**src/rtl/uart_tx_stream.sv**
```systemverilog
// UART transmitter with a valid/ready input stream buffered by a small FIFO.
// Character width, FIFO depth and line rate are parameters. Parity
// (none/even/odd) and one or two stop bits are latched per frame.
module uart_tx_stream #(
    parameter int CLOCK_FREQ = 12_000_000,
    parameter int BAUD_RATE  = 9600,
    parameter int DATA_BITS  = 8,
    parameter int FIFO_DEPTH = 4
) (
    input  logic                        clk,
    input  logic                        reset,
    input  logic [DATA_BITS-1:0]        s_data,
    input  logic                        s_valid,
    output logic                        s_ready,
    input  logic                        parity_en,
    input  logic                        parity_odd,
    input  logic                        stop2,
    output logic                        tx,
    output logic                        busy,
    output logic [$clog2(FIFO_DEPTH):0] fifo_level
);

    localparam int CLKS_PER_BIT = CLOCK_FREQ / BAUD_RATE;
    localparam int CNT_W        = $clog2(CLKS_PER_BIT) + 1;
    localparam int PTR_W        = $clog2(FIFO_DEPTH);
    localparam int LVL_W        = PTR_W + 1;
    localparam int BIT_W        = $clog2(DATA_BITS);

    localparam logic [CNT_W-1:0] LAST_TICK = CNT_W'(CLKS_PER_BIT - 1);
    localparam logic [LVL_W-1:0] FIFO_FULL = LVL_W'(FIFO_DEPTH);
    localparam logic [BIT_W-1:0] BIT_LAST  = BIT_W'(DATA_BITS - 1);

    typedef enum logic [2:0] {
        IDLE,
        START,
        DATA,
        PARITY,
        STOP
    } state_t;

    state_t               state;
    logic [DATA_BITS-1:0] mem [FIFO_DEPTH];
    logic [PTR_W-1:0]     wr_ptr;
    logic [PTR_W-1:0]     rd_ptr;
    logic [DATA_BITS-1:0] head;
    logic [DATA_BITS-1:0] shreg;
    logic [CNT_W-1:0]     baud_cnt;
    logic [BIT_W-1:0]     bit_idx;
    logic                 par_bit;
    logic                 cfg_parity;
    logic                 cfg_stop2;
    logic                 stop_second;
    logic                 push;
    logic                 pop;
    logic                 bit_done;

    assign s_ready  = (fifo_level != FIFO_FULL);
    assign push     = s_valid && s_ready;
    assign pop      = (state == IDLE) && (fifo_level != '0);
    assign head     = mem[rd_ptr];
    assign bit_done = (baud_cnt == LAST_TICK);

    // FIFO storage: written on every accepted character, no reset needed
    always_ff @(posedge clk) begin
        if (push)
            mem[wr_ptr] <= s_data;
    end

    // FIFO pointers and occupancy; simultaneous push and pop leaves level unchanged
    always_ff @(posedge clk or posedge reset) begin
        if (reset) begin
            wr_ptr     <= '0;
            rd_ptr     <= '0;
            fifo_level <= '0;
        end else begin
            if (push)
                wr_ptr <= wr_ptr + 1'b1;
            if (pop)
                rd_ptr <= rd_ptr + 1'b1;
            if (push && !pop)
                fifo_level <= fifo_level + 1'b1;
            else if (pop && !push)
                fifo_level <= fifo_level - 1'b1;
        end
    end

    // Frame sequencer. tx is registered from the current state, so the line
    // trails the state by one clock; every state lasts whole bit periods, so
    // bit lengths on the wire stay exact.
    always_ff @(posedge clk or posedge reset) begin
        if (reset) begin
            state       <= IDLE;
            tx          <= 1'b1;
            busy        <= 1'b0;
            baud_cnt    <= '0;
            bit_idx     <= '0;
            shreg       <= '0;
            par_bit     <= 1'b0;
            cfg_parity  <= 1'b0;
            cfg_stop2   <= 1'b0;
            stop_second <= 1'b0;
        end else begin
            busy <= (state != IDLE) || (fifo_level != '0);
            case (state)
                IDLE: begin
                    tx       <= 1'b1;
                    baud_cnt <= '0;
                    if (pop) begin
                        shreg       <= head;
                        par_bit     <= (^head) ^ parity_odd;
                        cfg_parity  <= parity_en;
                        cfg_stop2   <= stop2;
                        bit_idx     <= '0;
                        stop_second <= 1'b0;
                        state       <= START;
                    end
                end
                START: begin
                    tx <= 1'b0;
                    if (bit_done) begin
                        baud_cnt <= '0;
                        state    <= DATA;
                    end else begin
                        baud_cnt <= baud_cnt + 1'b1;
                    end
                end
                DATA: begin
                    tx <= shreg[0];
                    if (bit_done) begin
                        baud_cnt <= '0;
                        shreg    <= shreg >> 1;
                        if (bit_idx == BIT_LAST)
                            state <= cfg_parity ? PARITY : STOP;
                        else
                            bit_idx <= bit_idx + 1'b1;
                    end else begin
                        baud_cnt <= baud_cnt + 1'b1;
                    end
                end
                PARITY: begin
                    tx <= par_bit;
                    if (bit_done) begin
                        baud_cnt <= '0;
                        state    <= STOP;
                    end else begin
                        baud_cnt <= baud_cnt + 1'b1;
                    end
                end
                STOP: begin
                    tx <= 1'b1;
                    if (bit_done) begin
                        baud_cnt <= '0;
                        if (cfg_stop2 && !stop_second)
                            stop_second <= 1'b1;
                        else
                            state <= IDLE;
                    end else begin
                        baud_cnt <= baud_cnt + 1'b1;
                    end
                end
                default: begin
                    tx    <= 1'b1;
                    state <= IDLE;
                end
            endcase
        end
    end

endmodule

```
**config.mk**
```make
export PLATFORM = sky130hd
export DESIGN_NAME = uart_tx_stream
export DESIGN_NICKNAME = d
export VERILOG_FILES = /design/src/rtl/uart_tx_stream.sv
export SDC_FILE = /design/constraint.sdc
export NUM_CORES = 1
export LEC_CHECK = 0
export ABC_AREA = 0
export BUFFER_PORTS_ARGS = -buffer_cell sky130_fd_sc_hd__clkbuf_2
export CAP_MARGIN = 20
export CORE_MARGIN = 2
export CORE_UTILIZATION = 55
export DETAILED_ROUTE_END_ITERATION = 8
export PLACE_DENSITY_LB_ADDON = 0.15
export SYNTH_ARGS = -nofsm -noshare
export SYNTH_HDL_FRONTEND = slang
export SYNTH_SLANG_ARGS = --single-unit
```
**constraint.sdc**
```tcl
create_clock -name clk -period 3.4 [get_ports clk]
set_clock_uncertainty 0.15 [all_clocks]
set_input_delay 0.17 -clock clk [delete_from_list [all_inputs] [get_ports clk]]
set_output_delay 0.17 -clock clk [all_outputs]
set_load 0.005 [all_outputs]
```
==> flow_summary_export.csv, run 1 <==
group,metric,value,unit
run_status,outcome,"finished clean",
detailed_routing,wl_per_cell,15.27,µm
place,postPlaceCellArea,0.003440,mm²
synthesis,synth_top_cell_area_share,29.38,%
pwr,comb_power_share,16.3,%
pwr,power.density,543.2,mW/mm²
detailed_routing,drc,0,
finish,syn2layout_area_growth,14.42,%
pwr,pwr-share-clk,31.0,%
clocking,clockRootBuffer,"clkbuf_8",
floorplan,start_util,56.24,%
sta,finalHoldViolCount,0,
worst_setup_path,arrival,2900,ps
global_routing,met2_usage,30.17,%
sta,fmax,360.2,MHz
detailed_routing,drt_iter0_markers,205,
finish,post-route-cell-area,0.003742,mm²
synthesis,synth_seq_cells,71,
synthesis,yosysMostFrequentCell,"dfrtp_1",
global_routing,grt_use_met3,5.889,%
synthesis,yosysTopAreaCell,"edfxtp_1",
sta,grt_setup_unrepaired,"false",
detailed_routing,antenna_left,0,
clocking,cts_sinks,71,
global_routing,grt_pass1_wl,9901,µm
synthesis,syn_area,0.003271,mm²
pwr,seqPwrFrac,52.7,%
floorplan,die_w,81.12,µm
detailed_routing,dr.pass1.iters,4,
finish,final_util,64.35,%
worst_setup_path,cp-start-kind,"register",
global_routing,grt_use_total,20.74,%
worst_setup_path,path_class,"reg2reg",
sta,finalSetupViolCount,0,
floorplan,die_y,81.12,µm
clocking,cts_setup_buffers,0,
synthesis,async_reset_ff_share,54.93,%
synthesis,syn_inst,265,
pwr,power_switching,0.5814,mW
finish,drive_gt1_share,17.97,%
detailed_routing,vias_per_cell,5.604,
clocking,clk_pin_slew,70,ps
global_routing,top_usage_layer,"met2",
pwr,swShare,28.60,%
synthesis,synth.distinct_cells,49,
worst_setup_path,end_kind,"register",
synthesis,seq_area_frac_synth,59.26,%
floorplan,num_io_pins,20,
pwr,finalPower,2.033,mW
finish,fin_cells,381,
synthesis,yosysWarnings,0,
detailed_routing,wl,5817,µm
clocking,clock_latency,360,ps
place,place_inst,353,
global_routing,grt_max_degree,40,
sta,period_share,81.66,%
pwr,vdd_drop_max,0.3774,mV
pwr,p_leak,1.476,nW
synthesis,synth_nets,289,
place,dp_hpwl,3850,µm
synthesis,syn_area_per_cell,12.34,µm²
sta,layout_min_cycle_time,2776,ps
place,port_buffers,19,
global_routing,antenna_found_initial,0,
synthesis,ys_top_cells_by_area,"edfxtp_1, dfrtp_1, mux4_2",
worst_setup_path,crit_fanout,15,
global_routing,grt_pass1_vias,2042,
floorplan,coreArea,0.005816,mm²
sta,worst_pin_slew,581.5,ps
clocking,htree_levels,3,
clocking,clk_path_buf_depth,2,
clocking,tritoncts,"yes",
synthesis,synthTopCellsByCount,"dfrtp_1, edfxtp_1, o21ai_0, nor2_1, nand2_1",
clocking,cts_buffers,9,
sta,fin_setup_tns,0,ps
place,globalplace.congestion,0.7900,
synthesis,synthFlopType,"dfrtp_1",
sta,relSlewSlack,61.17,%
sta,finalMaxSlewViolations,0,
global_routing,grt_use_met1,29.05,%
clocking,cts-hold-fix-buffers,11,
detailed_routing,num_vias,2135,
job,cap_violations,0,
floorplan,design.die.area,0.006580,mm²
sta,setup_ws,623.7,ps
sta,hold_ws,189.9,ps
place,dp_worst_setup_slack,645.1,ps
floorplan,num_rows,28,
finish,num-nets-final,325,
global_routing,globalRouteOverflowTotal,0,
clocking,cts_resized,0,
worst_setup_path,required,3520,ps
min_path,hold_path_class,"in2reg",
finish,antennaDiodeCount,0,
pwr,p_int,1.452,mW
synthesis,synth-edff-count,32,
[cell usage in the layout, fill, tap and decap left out, types with 2 or more instances in the layout]
cell           synthesis  final
ha_1                   9      9
o21ai_0               25     25
o22ai_1                9      9
a21oi_1                8      8
clkbuf_2               0     19
edfxtp_1              32     32
dfrtp_1               38     38
nor2_1                23     23
and3_1                 6      6
a31oi_1                4      4
or3_1                  2      2
mux4_2                 8      8
inv_1                 11     11
dlygate4sd3_1          0     11
xor2_1                 5      5
inv_6                  0      3
nand2b_1               5      5
a22oi_1                2      2
clkinvlp_4             0      2
nand3_1                6      6
o31ai_1                4      4
buf_4                  1      4
mux2_2                 3      3
xnor2_1                8      8
clkbuf_8               0      9
nand2_1               22     22
nor3_1                 2      2
[cells by family (layout without fill, tap and decap cells)]
group | count (synthesis) | count (layout) | synth area share [%]
buffers and inverters | 20 | 61 | 2.793
xor gates and xnor gates | 14 | 14 | 4.170
adders and majority gates | 10 | 10 | 4.055
muxes | 12 | 12 | 6.848
and+or+nand+nor | 76 | 76 | 11.21
DFF | 71 | 71 | 59.26
AOI/OAI and AO/OA | 62 | 62 | 11.67
[layer usage]
metal,part of all wire [%],vias to the layer above,wire length (µm)
met5,0,-,0
met4,2.2,0,128
met3,3.9,11,225
met2,46,49,2678
met1,48,1028,2785
li1,-,1047,-
[registers in the layout (all words and copies together), names as in the netlist, 2 cells and up]
register    count
mem            32
rd_ptr          2
baud_cnt       12
wr_ptr          2
bit_idx         3
fifo_level      3
shreg           8
state           3
[path summary, 6_finish.rpt]
check                                          start                         to  slack (ps)  cells after the start
min reg2reg                 baud_cnt[11]$_DFFE_PP0P_   baud_cnt[11]$_DFFE_PP0P_         340                      1
min                                          s_valid      wr_ptr[0]$_DFFE_PP0P_         190                      3
max in group asynchronous                      reset               tx$_DFF_PP1_        2450                      4
min in group asynchronous                      reset     bit_idx[0]$_DFFE_PP0P_         300                      4
max reg2reg                fifo_level[0]$_DFFE_PP0P_  fifo_level[2]$_DFFE_PP0P_         620                      9
max                        fifo_level[0]$_DFFE_PP0P_  fifo_level[2]$_DFFE_PP0P_         620                      9
[power by group through the flow]
stage                     clock network [mW]  registers [mW]  logic [mW]
after floorplan                            0            1.07       0.234
after global placement                     0            1.08       0.327
final                                  0.631            1.07       0.332
after global routing                   0.686            1.08       0.382
after detailed placement                   0            1.09       0.329
after CTS                              0.640            1.07       0.341
[critical path, stage by stage (launching register included)]
cell,delay (ps)
dfrtp_1,450
nor3_1,420
nor2_1,120
inv_1,440
ha_1,290
inv_1,60
fa_1,370
xor2_1,150
nor2_1,110
xor2_1,150
[final cells by class]
cell class,count,area [µm²]
clock buffers,9,123.9
clock inverters,7,61.31
fillers,489,2073
inverters,11,41.29
multi-input cells,174,1249
flip-flops and latches,71,1938
well taps,75,93.84
repair buffers,34,235.2
(Power assumes the default switching activity.)
==> run 2: changes to the inputs <==
- clock period: 3.4 -> 2.87 ns (I/O delays scaled with it)
==> run 2 against run 1 <==
Compared with the run above: combinational power is 19% higher; critical path depth is 4 lower; core utilization is 0.41 points higher; die area stayed put; sequential cell count stayed put; critical endpoint is now state[0]$_DFFE_PP0P_; fmax is 10% higher; highest routed layer unchanged; hold slack worse by 69 ps; clock power is 21% higher; sequential share of layout area is 0.33 points lower.
==> flow_summary_export.csv, run 2 (synthesis results as in run 1) <==
group,metric,value,unit
run_status,outcome,"finished clean",
place,dp_hpwl,3992,µm
clocking,cts_sinks,71,
pwr,power_switching,0.7040,mW
floorplan,die_y,81.12,µm
pwr,p_int,1.720,mW
clocking,clock_latency,360,ps
floorplan,num_rows,28,
clocking,cts_resized,0,
worst_setup_path,crit_fanout,5,
global_routing,antenna_found_initial,0,
floorplan,num_io_pins,20,
pwr,seqPwrFrac,52.3,%
worst_setup_path,cp-start-kind,"register",
pwr,power.density,643.8,mW/mm²
place,postPlaceCellArea,0.003462,mm²
floorplan,start_util,56.24,%
finish,ff_latch_area,0.001938,mm²
detailed_routing,drt_iter0_markers,176,
worst_setup_path,r2r-start,"baud_cnt[4]$_DFFE_PP0P_",
global_routing,grt_use_total,21.61,%
pwr,vdd_drop_max,0.5369,mV
clocking,clk_pin_slew,80,ps
clocking,htree_levels,3,
worst_setup_path,r2r.worst_path.cells,5,
worst_setup_path,required,2970,ps
finish,largest_reg_flops,32,
worst_setup_path,path_class,"reg2reg",
clocking,cts_buffers,9,
global_routing,grt_pass1_wl,10300,µm
floorplan,design.die.area,0.006580,mm²
finish,multi_input_area,0.001249,mm²
floorplan,coreArea,0.005816,mm²
place,port_buffers,19,
global_routing,grt_max_degree,40,
worst_setup_path,r2r-end,"state[0]$_DFFE_PP0P_",
finish,most-common-layout-cells,"dfrtp_1, edfxtp_1, o21ai_0",
place,globalplace.congestion,0.8437,
min_path,hold_path_class,"in2reg",
sta,finalHoldViolCount,0,
worst_setup_path,end_kind,"register",
detailed_routing,wl,6154,µm
global_routing,globalRouteOverflowTotal,0,
min_path,hold_start,"s_valid",
worst_setup_path,r2r_slack,350,ps
finish,post-route-cell-area,0.003766,mm²
sta,relSlewSlack,46.12,%
finish,drive_gt1_share,18.77,%
job,cap_violations,0,
sta,worst_pin_slew,800.8,ps
detailed_routing,drc,0,
finish,syn2layout_area_growth,15.15,%
pwr,p_leak,1.487,nW
detailed_routing,top_layer_used,"met4",
finish,reg_top3,"mem x32, baud_cnt x12, shreg x8",
clocking,clockRootBuffer,"clkbuf_8",
min_path,hold_path_end,"wr_ptr[0]$_DFFE_PP0P_",
global_routing,grt_pass1_vias,2131,
pwr,comb_power_share,16.3,%
detailed_routing,wl_per_cell,16.03,µm
detailed_routing,dr.pass1.iters,4,
finish,final.fill_count,486,
clocking,clk_path_buf_depth,2,
worst_setup_path,arrival,2620,ps
clocking,tritoncts,"yes",
finish,antennaDiodeCount,0,
detailed_routing,vias_per_cell,5.659,
sta,finalSetupViolCount,0,
finish,final_util,64.76,%
sta,fmax,397.6,MHz
pwr,swShare,29.04,%
detailed_routing,dr_wl_met2,2990,µm
detailed_routing,num_vias,2173,
pwr,pwr-share-clk,31.4,%
floorplan,die_w,81.12,µm
sta,grt_setup_unrepaired,"false",
detailed_routing,wl_met1,2783,µm
sta,layout_min_cycle_time,2515,ps
sta,period_share,87.64,%
finish,num-nets-final,328,
sta,fin_setup_tns,0,ps
detailed_routing,dr_wl_met3,288,µm
finish,regMostFlops,"mem",
detailed_routing,antenna_left,0,
sta,finalMaxSlewViolations,0,
finish,final_common_cell,"dfrtp_1",
min_path,whs_path_depth,3,
[run 2: cell count changes in the layout (fill, tap and decap cells not counted), sizes merged]
cell      change
buf           +3
clkinv        -1
clkinvlp      +1
[run 2: power groups by stage]
stage / Combinational, mW / Sequential, mW / Clock [mW]
global route: 0.455 / 1.28 / 0.829
detailed placement: 0.387 / 1.29 / 0
floorplan: 0.277 / 1.27 / 0
finish: 0.395 / 1.27 / 0.761
CTS: 0.402 / 1.27 / 0.772
global placement: 0.373 / 1.29 / 0
[run 2: routing by layer]
metal,vias up,track usage (%)
met5,-,0
met4,0,8.136
met3,10,6.000
met2,58,33.55
met1,1049,29.26
li1,1056,-
[run 2: worst max path at each step]
| stage | from | to | slack, ps |
|---|---|---|---|
| after global placement | baud_cnt[4]$_DFFE_PP0P_ | baud_cnt[5]$_DFFE_PP0P_ | 230 |
| after global routing | baud_cnt[4]$_DFFE_PP0P_ | state[0]$_DFFE_PP0P_ | 180 |
| after floorplan | state[2]$_DFFE_PP0P_ | fifo_level[1]$_DFFE_PP0P_ | 140 |
| after detailed placement | baud_cnt[4]$_DFFE_PP0P_ | baud_cnt[9]$_DFFE_PP0P_ | 180 |
| after CTS | baud_cnt[4]$_DFFE_PP0P_ | baud_cnt[11]$_DFFE_PP0P_ | 150 |
| final | baud_cnt[4]$_DFFE_PP0P_ | state[0]$_DFFE_PP0P_ | 350 |
[run 2: area by class of cell]
cell class / instances / area share, %
Clock buffer: 9 / 3.289
Clock inverter: 7 / 1.661
Timing Repair Buffer: 37 / 6.844
Tap cell: 75 / 2.492
Inverter: 11 / 1.096
Sequential cell: 71 / 51.46
Multi-Input combinational cell: 174 / 33.16
[run 2: through the flow]
| stage | setup WS, ps | cells | total power, mW | hold slack [ps] |
|---|---|---|---|---|
| 2_1_floorplan | 135.7 | 265 | 1.550 | 92.37 |
| 3_3_place_gp | 232.4 | 356 | 1.660 | 122.0 |
| 3_5_place_dp | 177.2 | 356 | 1.679 | 127.1 |
| 4_1_cts | 145.1 | 383 | 2.446 | 118.7 |
| 5_1_grt | 177.6 | 384 | 2.566 | 177.3 |
| 6_report | 354.8 | 384 | 2.424 | 120.7 |
[run 2: critical path, stage by stage (launching register included)]
cell     delay (ps)
dfrtp_1         420
or4b_1          590
nor3_1          500
a21oi_1         190
a21oi_1         200
mux2_2          350
[run 2: what timing repair did]
action,CTS,global route
hold endpoints to repair,72,0
buffers inserted,0,0
hold buffers,11,0
endpoints found under the setup margin,0,0
